===== src/rtl/axi_write_queue_pkg.sv =====
// Shared types for the AXI-Lite write queue: FSM state encoding and the
// queue entry layout at the default address/data widths.
package axi_write_queue_pkg;

    localparam int WQ_ADDR_W = 32;
    localparam int WQ_DATA_W = 32;

    typedef enum logic [1:0] {
        WQ_IDLE = 2'd0,
        WQ_REQ  = 2'd1,
        WQ_GAP  = 2'd2
    } wq_state_e;

    typedef struct packed {
        logic [WQ_ADDR_W-1:0] adress;
        logic [WQ_DATA_W-1:0] data;
    } wq_entry_t;

endpackage


===== src/rtl/adam_seq.sv =====
// Sequencing bundle: single rising-edge clock plus asynchronous active-high reset.
interface ADAM_SEQ;
    logic clk;
    logic rst;

    modport Master (output clk, output rst);
    modport Slave  (input clk, input rst);
endinterface


===== src/rtl/axi_write_queue_ring_fifo.sv =====
// Ring FIFO behind the write queue. Pointers wrap modulo DEPTH and the
// occupancy count is kept separately so full/empty are unambiguous.
// flush drops everything; flush with flush_keep_head keeps the in-flight head.
module wq_ring_fifo #(
    parameter int DEPTH = 8,
    parameter int WIDTH = 64
) (
    input  logic                       clk,
    input  logic                       rst,
    input  logic                       push,
    input  logic                       pop,
    input  logic                       flush,
    input  logic                       flush_keep_head,
    input  logic [WIDTH-1:0]           wdata,
    output logic [WIDTH-1:0]           head_data,
    output logic [$clog2(DEPTH+1)-1:0] count,
    output logic                       empty,
    output logic                       full
);
    localparam int PTR_W = $clog2(DEPTH);
    localparam int CNT_W = $clog2(DEPTH+1);

    logic [WIDTH-1:0] mem_r [DEPTH];
    logic [PTR_W-1:0] head_r, tail_r, head_nxt_s, tail_nxt_s;
    logic [CNT_W-1:0] count_r, count_nxt_s;
    logic             empty_r, full_r;
    logic             push_ok_s, pop_ok_s, we_s;

    assign push_ok_s = push && !full_r;
    assign pop_ok_s  = pop && !empty_r;
    assign head_data = mem_r[head_r];
    assign count     = count_r;
    assign empty     = empty_r;
    assign full      = full_r;

    // Next pointer/count computation for push, pop and the two flush flavours.
    always_comb begin
        head_nxt_s  = head_r;
        tail_nxt_s  = tail_r;
        count_nxt_s = count_r;
        we_s        = 1'b0;
        if (flush) begin
            if (flush_keep_head && !empty_r) begin
                if (pop_ok_s) begin
                    head_nxt_s  = head_r + 1'b1;
                    tail_nxt_s  = head_r + 1'b1;
                    count_nxt_s = '0;
                end else begin
                    tail_nxt_s  = head_r + 1'b1;
                    count_nxt_s = CNT_W'(1);
                end
            end else begin
                tail_nxt_s  = head_r;
                count_nxt_s = '0;
            end
        end else begin
            we_s = push_ok_s;
            if (push_ok_s) begin
                tail_nxt_s = tail_r + 1'b1;
            end else begin
                tail_nxt_s = tail_r;
            end
            if (pop_ok_s) begin
                head_nxt_s = head_r + 1'b1;
            end else begin
                head_nxt_s = head_r;
            end
            case ({push_ok_s, pop_ok_s})
                2'b10:   count_nxt_s = count_r + 1'b1;
                2'b01:   count_nxt_s = count_r - 1'b1;
                default: count_nxt_s = count_r;
            endcase
        end
    end

    // Pointer, count and flag registers; flags are registered from next count.
    always_ff @(posedge clk or posedge rst) begin
        if (rst) begin
            head_r  <= '0;
            tail_r  <= '0;
            count_r <= '0;
            empty_r <= 1'b1;
            full_r  <= 1'b0;
        end else begin
            head_r  <= head_nxt_s;
            tail_r  <= tail_nxt_s;
            count_r <= count_nxt_s;
            empty_r <= (count_nxt_s == '0);
            full_r  <= (count_nxt_s == CNT_W'(DEPTH));
        end
    end

    // Entry storage; contents are meaningless until written, so no reset.
    always_ff @(posedge clk) begin
        if (we_s) begin
            mem_r[tail_r] <= wdata;
        end
    end

endmodule


===== src/rtl/axi_write_queue.sv =====
// Write queue in front of the AXI-Lite write engine: buffers address/data
// requests and presents them one at a time on a req/ack port with one
// req-low cycle between transactions, plus flush, ack timeout and status.
// Optional high-water mark tracking is enabled by AXI_WRITE_QUEUE_HWM_EN.
module axi_write_queue
    import axi_write_queue_pkg::*;
#(
    parameter int DEPTH          = 8,
    parameter int ADDR_W         = 32,
    parameter int DATA_W         = 32,
    parameter int TIMEOUT_CYCLES = 1024
) (
    ADAM_SEQ.Slave                     seq_port,
    input  logic                       push_valid_i,
    output logic                       push_ready_o,
    input  logic [ADDR_W-1:0]          push_adress_i,
    input  logic [DATA_W-1:0]          push_data_i,
    input  logic                       flush_i,
    output logic                       wr_req_o,
    output logic [ADDR_W-1:0]          wr_adress_o,
    output logic [DATA_W-1:0]          wr_data_o,
    input  logic                       wr_ack_i,
    output logic [$clog2(DEPTH+1)-1:0] count_o,
    output logic                       empty_o,
    output logic                       full_o,
    output logic                       timeout_o
`ifdef AXI_WRITE_QUEUE_HWM_EN
    ,
    input  logic                       hwm_clr_i,
    output logic [$clog2(DEPTH+1)-1:0] hwm_o
`endif
);
    localparam int ENT_W = ADDR_W + DATA_W;
    localparam int TMO_W = (TIMEOUT_CYCLES > 1) ? $clog2(TIMEOUT_CYCLES+1) : 1;
    localparam logic [TMO_W-1:0] TMO_LAST = TMO_W'((TIMEOUT_CYCLES > 0) ? TIMEOUT_CYCLES - 1 : 0);
    localparam logic [TMO_W-1:0] TMO_SAT  = TMO_W'(TIMEOUT_CYCLES);
    localparam logic             TMO_EN   = (TIMEOUT_CYCLES != 0);

    logic              clk, rst;
    wq_state_e         state_r;
    logic              wr_req_r, timeout_r;
    logic [ADDR_W-1:0] wr_adress_r;
    logic [DATA_W-1:0] wr_data_r;
    logic [TMO_W-1:0]  tmo_cnt_r;
    logic [ENT_W-1:0]  head_s;
    logic              push_s, pop_s, keep_head_s, issue_s;

    assign clk = seq_port.clk;
    assign rst = seq_port.rst;

    // A push is refused while full (even if the head pops this cycle) or flushing.
    assign push_ready_o = !full_o && !flush_i;
    assign push_s       = push_valid_i && push_ready_o;
    assign pop_s        = (state_r == WQ_REQ) && wr_ack_i;
    assign keep_head_s  = (state_r == WQ_REQ);
    assign issue_s      = !empty_o && !flush_i;

    assign wr_req_o    = wr_req_r;
    assign wr_adress_o = wr_adress_r;
    assign wr_data_o   = wr_data_r;
    assign timeout_o   = timeout_r;

    wq_ring_fifo #(
        .DEPTH (DEPTH),
        .WIDTH (ENT_W)
    ) u_fifo (
        .clk             (clk),
        .rst             (rst),
        .push            (push_s),
        .pop             (pop_s),
        .flush           (flush_i),
        .flush_keep_head (keep_head_s),
        .wdata           ({push_adress_i, push_data_i}),
        .head_data       (head_s),
        .count           (count_o),
        .empty           (empty_o),
        .full            (full_o)
    );

    // Issue FSM with registered req, head address/data and the ack timeout.
    always_ff @(posedge clk or posedge rst) begin
        if (rst) begin
            state_r     <= WQ_IDLE;
            wr_req_r    <= 1'b0;
            wr_adress_r <= '0;
            wr_data_r   <= '0;
            tmo_cnt_r   <= '0;
            timeout_r   <= 1'b0;
        end else begin
            case (state_r)
                WQ_IDLE, WQ_GAP: begin
                    tmo_cnt_r <= '0;
                    timeout_r <= 1'b0;
                    if (!empty_o) begin
                        wr_adress_r <= head_s[ENT_W-1:DATA_W];
                        wr_data_r   <= head_s[DATA_W-1:0];
                    end else begin
                        wr_adress_r <= wr_adress_r;
                        wr_data_r   <= wr_data_r;
                    end
                    if (issue_s) begin
                        state_r  <= WQ_REQ;
                        wr_req_r <= 1'b1;
                    end else begin
                        state_r  <= WQ_IDLE;
                        wr_req_r <= 1'b0;
                    end
                end
                WQ_REQ: begin
                    if (wr_ack_i) begin
                        state_r   <= WQ_GAP;
                        wr_req_r  <= 1'b0;
                        tmo_cnt_r <= '0;
                        timeout_r <= 1'b0;
                    end else begin
                        state_r   <= WQ_REQ;
                        wr_req_r  <= 1'b1;
                        timeout_r <= TMO_EN && (tmo_cnt_r == TMO_LAST);
                        if (TMO_EN && (tmo_cnt_r != TMO_SAT)) begin
                            tmo_cnt_r <= tmo_cnt_r + 1'b1;
                        end else begin
                            tmo_cnt_r <= tmo_cnt_r;
                        end
                    end
                end
                default: begin
                    state_r   <= WQ_IDLE;
                    wr_req_r  <= 1'b0;
                    tmo_cnt_r <= '0;
                    timeout_r <= 1'b0;
                end
            endcase
        end
    end

`ifdef AXI_WRITE_QUEUE_HWM_EN
    logic [$clog2(DEPTH+1)-1:0] hwm_r;

    assign hwm_o = hwm_r;

    // High-water mark of occupancy; a clear reloads it with the current count.
    always_ff @(posedge clk or posedge rst) begin
        if (rst) begin
            hwm_r <= '0;
        end else if (hwm_clr_i) begin
            hwm_r <= count_o;
        end else if (count_o > hwm_r) begin
            hwm_r <= count_o;
        end else begin
            hwm_r <= hwm_r;
        end
    end
`endif

endmodule


===== src/flat_wrapper.sv =====
// flat-port wrapper written by rule: the top's interface ports become plain ports
module axi_write_queue_flat import axi_write_queue_pkg::*;
#(
    parameter int DEPTH          = 8,
    parameter int ADDR_W         = 32,
    parameter int DATA_W         = 32,
    parameter int TIMEOUT_CYCLES = 1024
)
  (push_valid_i, push_ready_o, push_adress_i, push_data_i, flush_i, wr_req_o, wr_adress_o, wr_data_o, wr_ack_i, count_o, empty_o, full_o, timeout_o, seq_port_clk, seq_port_rst);
  ADAM_SEQ seq_port_i ();
  input  logic push_valid_i;
  output logic push_ready_o;
  input  logic [ADDR_W-1:0] push_adress_i;
  input  logic [DATA_W-1:0] push_data_i;
  input  logic flush_i;
  output logic wr_req_o;
  output logic [ADDR_W-1:0] wr_adress_o;
  output logic [DATA_W-1:0] wr_data_o;
  input  logic wr_ack_i;
  output logic [$clog2(DEPTH+1)-1:0] count_o;
  output logic empty_o;
  output logic full_o;
  output logic timeout_o;
  input wire logic [$bits(seq_port_i.clk)-1:0] seq_port_clk;
  input wire logic [$bits(seq_port_i.rst)-1:0] seq_port_rst;
  assign seq_port_i.clk = seq_port_clk;
  assign seq_port_i.rst = seq_port_rst;
  axi_write_queue #(.DEPTH(DEPTH), .ADDR_W(ADDR_W), .DATA_W(DATA_W), .TIMEOUT_CYCLES(TIMEOUT_CYCLES)) u_core (.seq_port(seq_port_i), .push_valid_i(push_valid_i), .push_ready_o(push_ready_o), .push_adress_i(push_adress_i), .push_data_i(push_data_i), .flush_i(flush_i), .wr_req_o(wr_req_o), .wr_adress_o(wr_adress_o), .wr_data_o(wr_data_o), .wr_ack_i(wr_ack_i), .count_o(count_o), .empty_o(empty_o), .full_o(full_o), .timeout_o(timeout_o));
endmodule

===== config.mk =====
export PLATFORM = sky130hd
export DESIGN_NAME = axi_write_queue_flat
export DESIGN_NICKNAME = d
export VERILOG_FILES = /design/src/rtl/axi_write_queue_pkg.sv /design/src/rtl/adam_seq.sv /design/src/rtl/axi_write_queue_ring_fifo.sv /design/src/rtl/axi_write_queue.sv /design/src/flat_wrapper.sv
export SDC_FILE = /design/constraint.sdc
export NUM_CORES = 1
export LEC_CHECK = 0
export ABC_AREA = 1
export BUFFER_PORTS_ARGS = -buffer_cell sky130_fd_sc_hd__buf_2
export CAP_MARGIN = 10
export CORE_ASPECT_RATIO = 1.5
export CORE_MARGIN = 3
export CORE_UTILIZATION = 25
export CTS_BUF_LIST = sky130_fd_sc_hd__clkbuf_8
export DETAILED_ROUTE_END_ITERATION = 10
export GPL_TIMING_DRIVEN = 0
export PLACE_DENSITY = 0.42
export SYNTH_ARGS = -nofsm -noshare
export SYNTH_HDL_FRONTEND = slang
export SYNTH_SLANG_ARGS = --single-unit

===== constraint.sdc =====
create_clock -name seq_port_clk -period 5.4 [get_ports seq_port_clk]
set_input_delay 1.35 -clock seq_port_clk [delete_from_list [all_inputs] [get_ports seq_port_clk]]
set_output_delay 1.35 -clock seq_port_clk [all_outputs]
set_load 0.01 [all_outputs]

==> flow_metrics.env <==
export IMPL_cts_root_buf="clkbuf_8"
export IMPL_rows=137
export IMPL_reg2reg_from="u_core.state_r[0]"
export IMPL_crit_required_ns=5.79
export IMPL_antenna_found_initial=20
export IMPL_numClockSinks=602
export IMPL_cellPowerDensity_mw_per_mm2=526
export IMPL_ant_nets=0
export IMPL_slowest_delay_ns=0.58
export IMPL_drc=0
export IMPL_cp_top_family="simple AND/OR/NAND/NOR gates"
export IMPL_fin_area_sq_mm=0.0285
export IMPL_netlist_area_leader_share=0.649
export IMPL_endpoint_kind="flop"
export IMPL_rsz0062_at_grt="no"
export IMPL_yosys_warnings=0
export IMPL_slew_limit_headroom=0.216
export IMPL_holdPathEnd="u_core.wr_adress_o[25]"
export IMPL_start_util=0.254
export IMPL_synth_distinct_cells=32
export IMPL_synth_edff_count=512
export IMPL_dr_pass1_iters=5
export IMPL_skew_ns=0.0245
export IMPL_port_buffers=140
export IMPL_clk_latency_ns=0.70
export IMPL_routed_via_density=4.54
export IMPL_min_period_over_period=0.606
export IMPL_ys_seq_area_frac=0.744
export IMPL_drt_wl_total_mm=77.0
export IMPL_path_cells="buf_2 -> nor2_1 -> nand2_1 -> inv_1 -> nand2_1 -> nor3_4 -> buf_16 -> buf_8 -> buf_16 -> buf_8"
export IMPL_syn_area_per_cell_sq_um=12.8
export IMPL_final_nets=2193
export IMPL_cts_inserted_buffers=90
export IMPL_cts_htree_levels=3
export IMPL_synth_main_ff_cell="edfxtp_1"
export IMPL_final_max_slew_violation_count=0
export IMPL_holdBufCountCts=0
export IMPL_grt_usage=0.155
export IMPL_dieArea_sq_mm=0.0986
export IMPL_cts_repair_resized=0
export IMPL_hpwl_mm=52.1
export IMPL_crit_buf_inv=6
export IMPL_hold_class="reg -> reg"
export IMPL_arrival_ns=3.66
export IMPL_drv_cap=0
export IMPL_period_needed_ns=3.27
export IMPL_die_h_um=383
export IMPL_path_clk_slew_ns=0.06
export IMPL_nFillCells=9383
export IMPL_reg2reg_depth=5
export IMPL_hold_viol=0
export IMPL_synth_cells=1854
export IMPL_grt_first_pass_wirelength_mm=111
export IMPL_grt_pass1_vias=16000
export IMPL_setup_viol=0
export IMPL_vdd_drop_max_uv=209
export IMPL_crit_slowest_cell="nor3_4"
export IMPL_cts_setup_buffers=0
export IMPL_grt_overflow=0
export IMPL_hold_depth=2
export IMPL_cp_start_kind="primary input"
export IMPL_finalWorstSetupSlack_ns=2.13
export IMPL_hold_slack_ns=0.471
export IMPL_syn_num_nets=1930
export IMPL_multiInputGateArea_sq_mm=0.00535
export IMPL_layout_drive_gt1_share=0.184
export IMPL_status="finished, final reports clean"
export IMPL_fmax_ghz=0.306
export IMPL_p_leak_nw=10.1
export IMPL_vias=15700
export IMPL_synth_seq_cells=602
export IMPL_cp_startpoint="flush_i"
export IMPL_io_pin_count=142
export IMPL_regArea_sq_mm=0.0176
export IMPL_place_ws_ns=1.43
export IMPL_cts_tree="done"
export IMPL_place_congestion=0.743
export IMPL_r2r_end="u_core.wr_adress_o[6]"
export IMPL_grt_max_degree=56
export IMPL_cp_max_fo=14
export IMPL_hold_path_startpoint="u_core.wr_adress_o[25]"
export IMPL_synth_area_leaders="edfxtp_1, dfrtp_1, nor2_1, o21ai_0, o211ai_1"
export IMPL_syn_to_final_growth_pct=20.5
export IMPL_worst_pin_slew_ns=1.18
export IMPL_rrSetupSlack_ns=2.54
export IMPL_syn_area_sq_mm=0.0237
export IMPL_initialDrtViolationCount=1100
export IMPL_clock_path_buffers=3
export IMPL_core_sq_mm=0.0934
export IMPL_die_x_um=257
export IMPL_placed_area_sq_mm=0.0267
export IMPL_path_class="in -> reg"
export IMPL_wl_per_cell_um=22.3
export IMPL_async_flop_share=0.150
export IMPL_yosysTopAreaCell="edfxtp_1"
cells in the mapped netlist (9+ instances only):
library cell,number
inv_1,38
dfrtp_1,89
nand3_1,76
nor3_1,9
buf_4,10
o21ai_0,231
buf_2,35
o21ai_1,40
nand2_1,170
clkbuf_1,59
edfxtp_1,512
nor2_2,41
o211ai_1,129
nor2_1,370
a21oi_1,10
logic make-up (layout without fill, tap and decap cells):
logic type	after synthesis	after routing	share of synthesized area
AOI/OAI and AO/OA	413	413	0.101
xor gates and xnor gates	5	5	0.00185
adders and majority gates	7	7	0.00370
and+or+nand+nor	671	671	0.116
other	0	8	0
buffers and inverters	155	492	0.0330
muxes	1	1	0.000423
DFF	602	602	0.744
area by class of cell:
| class | instances | area share |
|---|---|---|
| diodes | 8 | 0.000701 |
| plain buffers | 115 | 0.0220 |
| clock buffers | 107 | 0.0516 |
| clock inverters | 59 | 0.0114 |
| inverters | 40 | 0.00544 |
| multi-input cells | 1097 | 0.187 |
| flip-flops and latches | 602 | 0.618 |
| well taps | 1251 | 0.0548 |
| repair buffers | 171 | 0.0492 |
placed cells by master, fill, tap and decap left out, types with 8 or more instances in the layout:
| master | Yosys | routed |
|---|---|---|
| clkinv_2 | 0 | 11 |
| edfxtp_1 | 512 | 512 |
| buf_12 | 5 | 20 |
| o21ai_0 | 231 | 231 |
| inv_1 | 38 | 72 |
| buf_16 | 0 | 13 |
| nand3_1 | 76 | 76 |
| clkbuf_1 | 59 | 59 |
| o211ai_1 | 129 | 129 |
| clkbuf_8 | 0 | 107 |
| buf_2 | 35 | 175 |
| a21oi_1 | 10 | 10 |
| nand2_1 | 170 | 170 |
| diode_2 | 0 | 8 |
| buf_4 | 10 | 10 |
| nor2_1 | 370 | 364 |
| dfrtp_1 | 89 | 89 |
| nor2_2 | 41 | 41 |
| o21ai_1 | 40 | 40 |
power breakdown:
part	leakage (nW)	internal [mW]	switching [mW]
registers	5.75	5.62	0.231
clock network	1.05	1.94	1.78
logic	3.31	1.58	3.85
worst max path at each step:
| stage | slack (ns) | end | depth (start not counted) |
|---|---|---|---|
| 2_1_floorplan | 0.13 | u_core.u_fifo.mem_r[1][0] | 6 |
| 3_3_place_gp | -3.45 | u_core.u_fifo.mem_r[0][52] | 6 |
| 3_5_place_dp | 1.43 | u_core.u_fifo.mem_r[2][50] | 10 |
| 4_1_cts | 2.21 | u_core.u_fifo.mem_r[2][50] | 10 |
| 5_1_grt | 2.06 | u_core.u_fifo.mem_r[2][50] | 10 |
| 6_report | 2.13 | u_core.u_fifo.mem_r[2][50] | 10 |
metal layers:
metal  wire, um  up-vias  GRT usage
met5         77        -          0
met1      30300     7850      0.175
met4       2430       12     0.0576
met2      40000      447      0.283
met3       4120      142     0.0353
li1           -     7204          -
worst min-delay path, cell delays in order, from the launching register on:
cell and delay, ns:
dfrtp_1 0.33, nand2_1 0.05, nand2_1 0.05
sequential cells by signal (all words and copies together), names as in the netlist:
signal / flops
u_core.u_fifo.count: 4
u_core.wr_adress_o: 32
u_core.state_r: 2
u_core.u_fifo.tail_r: 3
u_core.timeout_o: 1
u_core.wr_data_o: 32
u_core.u_fifo.empty: 1
u_core.u_fifo.full: 1
u_core.tmo_cnt_r: 11
u_core.u_fifo.head_r: 3
u_core.u_fifo.mem_r: 512
per-stage QoR:
step / total power, mW / instances / setup TNS, ns / utilization
after floorplan: 8.99 / 1854 / 0 / -
after global placement: 11.4 / 3245 / -1634.32 / 0.278
after detailed placement: 11.5 / 3276 / 0 / 0.286
after CTS: 15.3 / 3442 / 0 / 0.305
after global routing: 16.0 / 3443 / 0 / 0.305
final: 15.0 / 3450 / 0 / 0.306
Note: power is estimated with default switching activity, not from simulation.
